$ cat config.mk
export PLATFORM = sky130hd
export DESIGN_NAME = sssp_result_drain_flat
export DESIGN_NICKNAME = d
export VERILOG_FILES = /design/src/rtl/sssp_result_drain_if.sv /design/src/rtl/sssp_result_drain.sv /design/src/flat_wrapper.sv
export SDC_FILE = /design/constraint.sdc
export NUM_CORES = 1
export LEC_CHECK = 0
export CAP_MARGIN = 20
export CORE_MARGIN = 4
export CORE_UTILIZATION = 45
export CTS_CLUSTER_DIAMETER = 30
export CTS_CLUSTER_SIZE = 14
export DETAILED_ROUTE_END_ITERATION = 12
export HOLD_SLACK_MARGIN = 0.06
export PLACE_DENSITY = 0.73
export SLEW_MARGIN = 5
export SYNTH_ARGS = -nofsm -noshare
export SYNTH_HDL_FRONTEND = slang
export SYNTH_SLANG_ARGS = --single-unit
export TNS_END_PERCENT = 20
$ cat constraint.sdc
create_clock -name clk_i -period 2.7 [get_ports clk_i]
set_input_delay 0.54 -clock clk_i [delete_from_list [all_inputs] [get_ports clk_i]]
set_output_delay 0.54 -clock clk_i [all_outputs]
set_load 0.02 [all_outputs]
$ cat src/rtl/sssp_result_drain_if.sv
// Result stream from the SSSP drain: one distance beat per valid/ready transfer,
// tagged as unreachable, negative-cycle status, or final beat.
interface sssp_result_drain_if #(
  parameter int unsigned DATA_W = 16
);
  logic              valid;
  logic              ready;
  logic [DATA_W-1:0] data;
  logic              inf;
  logic              neg;
  logic              last;

  modport master (output valid, data, inf, neg, last, input ready);
  modport slave  (input valid, data, inf, neg, last, output ready);
endinterface

$ cat src/rtl/sssp_result_drain.sv
// Walks the distance memory after the solver finishes and streams each entry out,
// or emits a single negative-cycle status beat instead.
module sssp_result_drain #(
  parameter int unsigned      ADDR_W     = 14,
  parameter int unsigned      DATA_W     = 16,
  parameter int unsigned      START_ADDR = 0,
  parameter int unsigned      MAX_COUNT  = 16383,
  parameter logic [DATA_W-1:0] INF_VALUE  = 16'hFFFF,
  parameter logic [DATA_W-1:0] TERM_VALUE = 16'h0000
) (
  input  logic                clk_i,
  input  logic                rst_ni,
  input  logic                start_i,
  input  logic                n_exist_i,
  output logic                mem_rd_en_o,
  output logic [ADDR_W-1:0]   mem_addr_o,
  input  logic [DATA_W-1:0]   mem_rd_data_i,
  output logic                busy_o,
  output logic                done_o,
  sssp_result_drain_if.master out_if
);

  localparam logic [ADDR_W-1:0] StartAddr = ADDR_W'(START_ADDR);
  localparam logic [ADDR_W-1:0] LastIdx   = ADDR_W'(MAX_COUNT - 1);

  typedef enum logic [2:0] {StIdle, StRead, StWait, StHold, StNeg, StDone} state_e;

  state_e              state_q, state_d;
  logic                start_q;
  logic [ADDR_W-1:0]   addr_q, addr_d;
  logic [ADDR_W-1:0]   idx_q, idx_d;
  logic [DATA_W-1:0]   data_q, data_d;
  logic                last_word;

  // Terminator word or the final permitted index both end the drain.
  assign last_word = (data_q == TERM_VALUE) || (idx_q == LastIdx);

  always_ff @(posedge clk_i or negedge rst_ni) begin
    if (!rst_ni) begin
      state_q <= StIdle;
      start_q <= 1'b0;
      addr_q  <= StartAddr;
      idx_q   <= '0;
      data_q  <= '0;
    end else begin
      state_q <= state_d;
      start_q <= start_i;
      addr_q  <= addr_d;
      idx_q   <= idx_d;
      data_q  <= data_d;
    end
  end

  always_comb begin
    state_d = state_q;
    addr_d  = addr_q;
    idx_d   = idx_q;
    data_d  = data_q;
    case (state_q)
      StIdle: begin
        // n_exist is only looked at here, so later changes cannot affect this drain.
        if (start_i && !start_q) begin
          if (n_exist_i) begin
            state_d = StNeg;
          end else begin
            state_d = StRead;
            addr_d  = StartAddr;
            idx_d   = '0;
          end
        end
      end
      StRead: state_d = StWait;
      StWait: begin
        data_d  = mem_rd_data_i;
        state_d = StHold;
      end
      StHold: begin
        if (out_if.ready) begin
          if (last_word) begin
            state_d = StDone;
          end else begin
            addr_d  = addr_q + 1'b1;
            idx_d   = idx_q + 1'b1;
            state_d = StRead;
          end
        end
      end
      StNeg: if (out_if.ready) state_d = StDone;
      StDone: if (!start_i) state_d = StIdle;
      default: state_d = StIdle;
    endcase
  end

  assign mem_rd_en_o  = (state_q == StRead);
  assign mem_addr_o   = addr_q;
  assign busy_o       = (state_q == StRead) || (state_q == StWait) ||
                        (state_q == StHold) || (state_q == StNeg);
  assign done_o       = (state_q == StDone);
  assign out_if.valid = (state_q == StHold) || (state_q == StNeg);
  assign out_if.data  = (state_q == StHold) ? data_q : '0;
  assign out_if.inf   = (state_q == StHold) && (data_q == INF_VALUE);
  assign out_if.neg   = (state_q == StNeg);
  assign out_if.last  = ((state_q == StHold) && last_word) || (state_q == StNeg);

endmodule

$ cat src/flat_wrapper.sv
// flat-port wrapper written by rule: the top's interface ports become plain ports
module sssp_result_drain_flat 
#(
  parameter int unsigned      ADDR_W     = 14,
  parameter int unsigned      DATA_W     = 16,
  parameter int unsigned      START_ADDR = 0,
  parameter int unsigned      MAX_COUNT  = 16383,
  parameter logic [DATA_W-1:0] INF_VALUE  = 16'hFFFF,
  parameter logic [DATA_W-1:0] TERM_VALUE = 16'h0000
)
  (clk_i, rst_ni, start_i, n_exist_i, mem_rd_en_o, mem_addr_o, mem_rd_data_i, busy_o, done_o, out_if_valid, out_if_data, out_if_inf, out_if_neg, out_if_last, out_if_ready);
  sssp_result_drain_if #(.DATA_W(DATA_W)) out_if_i ();
  input  logic clk_i;
  input  logic rst_ni;
  input  logic start_i;
  input  logic n_exist_i;
  output logic mem_rd_en_o;
  output logic [ADDR_W-1:0] mem_addr_o;
  input  logic [DATA_W-1:0] mem_rd_data_i;
  output logic busy_o;
  output logic done_o;
  output wire logic [$bits(out_if_i.valid)-1:0] out_if_valid;
  output wire logic [$bits(out_if_i.data)-1:0] out_if_data;
  output wire logic [$bits(out_if_i.inf)-1:0] out_if_inf;
  output wire logic [$bits(out_if_i.neg)-1:0] out_if_neg;
  output wire logic [$bits(out_if_i.last)-1:0] out_if_last;
  input wire logic [$bits(out_if_i.ready)-1:0] out_if_ready;
  assign out_if_valid = out_if_i.valid;
  assign out_if_data = out_if_i.data;
  assign out_if_inf = out_if_i.inf;
  assign out_if_neg = out_if_i.neg;
  assign out_if_last = out_if_i.last;
  assign out_if_i.ready = out_if_ready;
  sssp_result_drain #(.ADDR_W(ADDR_W), .DATA_W(DATA_W), .START_ADDR(START_ADDR), .MAX_COUNT(MAX_COUNT), .INF_VALUE(INF_VALUE), .TERM_VALUE(TERM_VALUE)) u_core (.clk_i(clk_i), .rst_ni(rst_ni), .start_i(start_i), .n_exist_i(n_exist_i), .mem_rd_en_o(mem_rd_en_o), .mem_addr_o(mem_addr_o), .mem_rd_data_i(mem_rd_data_i), .busy_o(busy_o), .done_o(done_o), .out_if(out_if_i));
endmodule
==> flow_summary.yaml, run 1 <==
power:
  p_per_area_mw_per_mm2: 967
  seqPwrFrac_pct: 35.9
  power.share.combinational_pct: 50.4
  ir_drop_uv: 612
  switchingPower_uw: 1300
  power.internal_uw: 2020
  clockPowerShare_pct: 13.7
  swShare_pct: 39.2
  p_leak_uw: 0.00145
die:
  boundaryPins: 58
  start_util_pct: 46.7
  dieArea_mm2: 0.00706
  die-height_um: 84.1
  fp-row-count: 27
  fp.coreArea_mm2: 0.00557
  die_w_um: 84.1
timing:
  tightest_slew_ns: 0.574
  finalSetupTns_ns: 0
  finalMaxSlewViolations: 0
  final_hold_viol_count: 0
  grt_setup_unrepaired: "no"
  max_freq_mhz: 397
  post-route-period-util_pct: 93.3
  fin_skew_ns: 0.00695
  period_minus_slack_ns: 2.52
  setup_ws_ns: 0.181
  max_slew_margin_pct: 61.7
  setup_viol_count_final: 0
synth:
  synth_top_area_cell: "dfrtp_1"
  synth_edf_count: 0
  synth_mux_area_share_pct: 12.0
  synth_top_family_by_area: "simple AND/OR/NAND/NOR gates"
  yosys.area_share.adder_pct: 1.44
  ys_seq_area_share_pct: 46.2
  ys_types: 47
  yosysWarnings: 0
  synth_compound_area_share_pct: 11.3
  synth_area_mm2: 0.00260
  synth_simple_gate_area_share_pct: 26.6
  yosys_register_bits: 48
  synth_area_per_cell_um2: 10.2
  syn_nets: 279
  synth_xor_area_share_pct: 0.337
  yosysTopAreaCellShare_pct: 46.2
  synthTopCellsByArea: "dfrtp_1, mux2_2, and2_1"
  synthArstFlopShare_pct: 100
  synth_flop_cell: "dfrtp_1"
  syn_inst: 255
cts:
  clockRootBuffer: "clkbuf_8"
  cts_buffers: 5
  clock-sinks: 48
  cts.path.max_buffers: 2
  hold_buffers: 0
  tritoncts: "yes"
  cts.clk_slew.worst_paths_ns: 0.09
  htreeDepth: 2
  cts_setup_buffers: 0
  clkLatencyLatePin_ns: 0.30
route:
  drt_iter0_markers: 75
  drt_wl_total_mm: 6.37
  avgRoutedWirePerCell_um: 16.1
  firstDrtPassIters: 4
  viasPerCell: 5.65
  ant_nets: 0
  drcViolationCount: 0
  num_vias: 2230
placed_design:
  port_buffers: 57
  gp_congestion: 0.819
  dp_hpwl_mm: 4.71
  place_ws_ns: 0.115
  placed_cell_area_mm2: 0.00333
grt:
  overflow: 0
  grt_pass1_wl_mm: 10.6
  antenna_found_initial: 0
  grt_pass1_vias: 2218
  grt_usage_pct: 18.3
  grt_max_degree: 34
worst_setup_path:
  critical_path_class: "flip-flop to output pin"
  worstPathRequired_ns: 2.16
  critPathLaunchType: "flip-flop"
  crit_path_end_kind: "output pin"
  crit_path_max_fanout: 2
  crit_arrival_ns: 1.98
  rr_worst_depth: 7
worst_hold_path:
  hp-class: "primary input to asynchronous set/reset pin"
run:
  drv_cap: 0
cells_and_area:
  nets: 347
  mostFrequentLayoutCell: "clkdlybuf4s50_1"
  antenna_cells: 0
  final_cell_mix: "clkdlybuf4s50_1, dfrtp_1, nand2_1"
  fill_cells: 491
  area_growth_syn_to_layout_pct: 32.2
  layout-drive-gt1-share_pct: 14.2
  final_area_mm2: 0.00344
status:
  status: "finished, final reports clean"
==> cells in the mapped netlist (3+ instances only) <==
master     n
dfrtp_1   48
nand2_1   29
and2_1    19
mux2_2    18
nand3_1   14
mux2i_1   11
nand4_1   11
nor2_1     8
nor4_1     8
o311ai_0   8
o31ai_1    7
a21oi_1    6
and3_1     6
clkbuf_1   6
nor3_1     6
and4_1     3
buf_2      3
ha_1       3
inv_1      3
==> metal layers <==
layer	wire length [um]	part of all wire [%]	global-route usage [%]
met2	3130	49	30.5
met3	211	3.3	2.96
met4	61	0.96	5.26
met1	2960	46	24.6
met5	0	0	0
==> registers in the layout, indices dropped and copies added, names as in the netlist <==
name / cells
u_core.data_q: 16
u_core.idx_q: 14
u_core.mem_addr_o: 14
u_core.state_q: 3
u_core.start_q: 1
==> final timing paths <==
kind | start | endpoint | slack [ns]
setup / recovery | u_core.idx_q[0] | out_if_last | 0.18
hold / removal | rst_ni | u_core.mem_addr_o[7] | 0.14
setup reg to reg | u_core.idx_q[0] | u_core.idx_q[0] | 0.54
hold reg to reg | u_core.idx_q[9] | u_core.idx_q[9] | 0.50
max in group asynchronous | rst_ni | u_core.idx_q[12] | 1.80
min in group clk_i | u_core.idx_q[9] | u_core.idx_q[9] | 0.50
==> cells by family after synthesis <==
group | Yosys count
simple gates | 121
flops | 48
compound gates | 39
mux | 29
buf+inv | 14
fa+ha+maj | 3
xor+xnor | 1
==> power by group through the flow <==
stage	Sequential (uW)	Combinational (uW)	Clock, uW
global placement	1180	1650	0
floorplan	1190	942	0
detailed placement	1190	1680	0
global route	1230	1800	495
finish	1190	1680	455
CTS	1190	1690	470
==> worst max-delay path, cell delays in order, from the launching register on <==
cell and delay (ns):
dfrtp_1 0.38, inv_1 0.06, ha_1 0.15, nand4_1 0.11, nor4_1 0.36, nor2_1 0.11, o21ai_0 0.16, dlygate4sd2_1 0.36
==> layout make-up <==
type / instances / area [um^2] / area share (%)
multi-input cells: 193 / 1360 / 39.7
flip-flops and latches: 48 / 1200 / 34.9
repair buffers: 72 / 677 / 19.7
clock buffers: 7 / 96.3 / 2.80
well taps: 72 / 90.1 / 2.62
inverters: 3 / 11.3 / 0.327
==> per-stage QoR <==
step	instances	utilization [%]	hold WS [ns]	total power [uW]
floorplan	255	-	0.244	2140
global placement	388	59.7	0.468	2830
detailed placement	388	59.7	0.471	2870
CTS	395	61.7	0.144	3350
global route	395	61.7	0.158	3530
finish	395	61.7	0.135	3330
==> repair_timing <==
action,in CTS,in global routing
setup endpoints to repair,1,0
resized for setup,4,0
endpoints found under the hold margin,0,0
(Power assumes the default switching activity.)
==> inputs of run 2 (changes only) <==
Settings changed: CELL_PAD_IN_SITES_DETAIL_PLACEMENT from default to 1, CELL_PAD_IN_SITES_GLOBAL_PLACEMENT from default to 1, CORE_UTILIZATION 45 to 39, PLACE_DENSITY 0.73 to default, PLACE_DENSITY_LB_ADDON from default to 0.1, RECOVER_POWER from default to 25.
==> flow_summary.yaml, run 2 (synthesis results as in run 1) <==
cells_and_area:
  final_cells: 403
  area_growth_syn_to_layout_pct: 33.2
  mostFrequentLayoutCell: "clkdlybuf4s50_1"
  antenna_cells: 0
  largest_register: "u_core.data_q"
  largest_reg_flops: 16
  final_util_pct: 54.0
  layout-drive-gt1-share_pct: 15.6
  nets: 349
  final_cell_mix: "clkdlybuf4s50_1, dfrtp_1, nand2_1"
die:
  fp.coreArea_mm2: 0.00642
  dieArea_mm2: 0.00804
  die_w_um: 89.7
  start_util_pct: 40.5
  boundaryPins: 58
  fp-row-count: 29
  die-height_um: 89.7
run:
  drv_cap: 0
timing:
  setup_ws_ns: 0.134
  finalMaxSlewViolations: 0
  fin_skew_ns: 0.00927
  grt_setup_unrepaired: "no"
  finalSetupTns_ns: 0
  period_minus_slack_ns: 2.57
  tightest_slew_ns: 1.20
  final_hold_viol_count: 0
  post-route-period-util_pct: 95.0
  max_freq_mhz: 390
  max_slew_margin_pct: 20.2
  setup_viol_count_final: 0
worst_setup_path:
  critical_path_class: "flip-flop to output pin"
  startpoint: "u_core.state_q[0]"
  critPathLaunchType: "flip-flop"
  crit_path_max_fanout: 10
  worstPathRequired_ns: 2.16
  crit_arrival_ns: 2.03
  r2r-start: "u_core.idx_q[0]"
  crit_path_end_kind: "output pin"
route:
  drt_iter0_markers: 109
  drt_wl_total_mm: 7.15
  viasPerCell: 5.87
  firstDrtPassIters: 4
  avgRoutedWirePerCell_um: 17.7
  num_vias: 2364
  drcViolationCount: 0
  ant_nets: 0
cts:
  clock-sinks: 48
  cts.path.max_buffers: 2
  cts_buffers: 5
  htreeDepth: 2
  tritoncts: "yes"
  cts.clk_slew.worst_paths_ns: 0.09
  cts_setup_buffers: 0
  clockRootBuffer: "clkbuf_8"
  clkLatencyLatePin_ns: 0.30
power:
  ir_drop_uv: 442
  p_per_area_mw_per_mm2: 971
  p_leak_uw: 0.00146
grt:
  antenna_found_initial: 0
  grt_pass1_vias: 2434
  met2_usage_pct: 32.6
  grt_max_degree: 49
  overflow: 0
  grt_busiest_layer: "met2"
  grt_pass1_wl_mm: 12.1
  grt_use_met1_pct: 25.8
  use_met3_pct: 3.92
  grt_usage_pct: 19.3
placed_design:
  dp.cells: 395
  place_ws_ns: 0.0914
  gp_congestion: 0.797
  port_buffers: 57
  dp_hpwl_mm: 5.22
worst_hold_path:
  hp-class: "flip-flop to flip-flop"
  hold_start: "u_core.idx_q[8]"
status:
  status: "finished, final reports clean"
[run 2: layer usage]
layer,wire length (um),vias up
met2,3450,39
li1,-,1113
met5,0,-
met3,247,6
met1,3400,1206
met4,53,0
[run 2: what timing repair did]
item / in CTS / in global routing
endpoints found under the setup margin: 1 / 17
endpoints found under the hold margin: 0 / 0
gates resized for setup: 6 / 5
gates cloned: 0 / 0
hold buffers: 0 / 0
[run 2: area by class of cell]
type | count | area (um^2)
clock buffer | 8 | 90.1
fill | 717 | 2960
inverter | 3 | 11.3
multi-input combinational | 193 | 1380
sequential | 48 | 1200
tap | 77 | 96.3
timing repair buffer | 74 | 686
[run 2: worst max-delay path, cell delays in order, from the launching register on]
cell	delay [ns]
dfrtp_2	0.47
and3b_1	0.22
and2_1	0.16
nand2_1	0.06
nor3_1	0.19
clkdlybuf4s50_1	0.63
[run 2: stage by stage]
step	power [uW]	hold slack, ns	area [um^2]
2_1_floorplan	2140	0.244	2600
3_3_place_gp	2880	0.484	3350
4_1_cts	3400	0.362	3460
6_report	3370	0.513	3470
3_5_place_dp	2930	0.495	3350
5_1_grt	3600	0.548	3470
[run 2: power by group]
group | total, uW | leakage (uW) | internal (uW) | switching [uW]
Clock | 444 | 0.0000455 | 209 | 235
Sequential | 1220 | 0.000607 | 947 | 272
Combinational | 1700 | 0.000811 | 860 | 842
[run 2: path summary, 6_finish.rpt]
kind | end | slack [ns] | cells past startpoint
worst max-delay path | out_if_inf | 0.13 | 5
worst min-delay path | u_core.idx_q[8] | 0.51 | 1
worst max register to register | u_core.idx_q[0] | 0.41 | 7
worst min register to register | u_core.idx_q[8] | 0.51 | 1
max in group asynchronous | u_core.state_q[0] | 1.34 | 2
min in group asynchronous | u_core.data_q[10] | 0.56 | 2
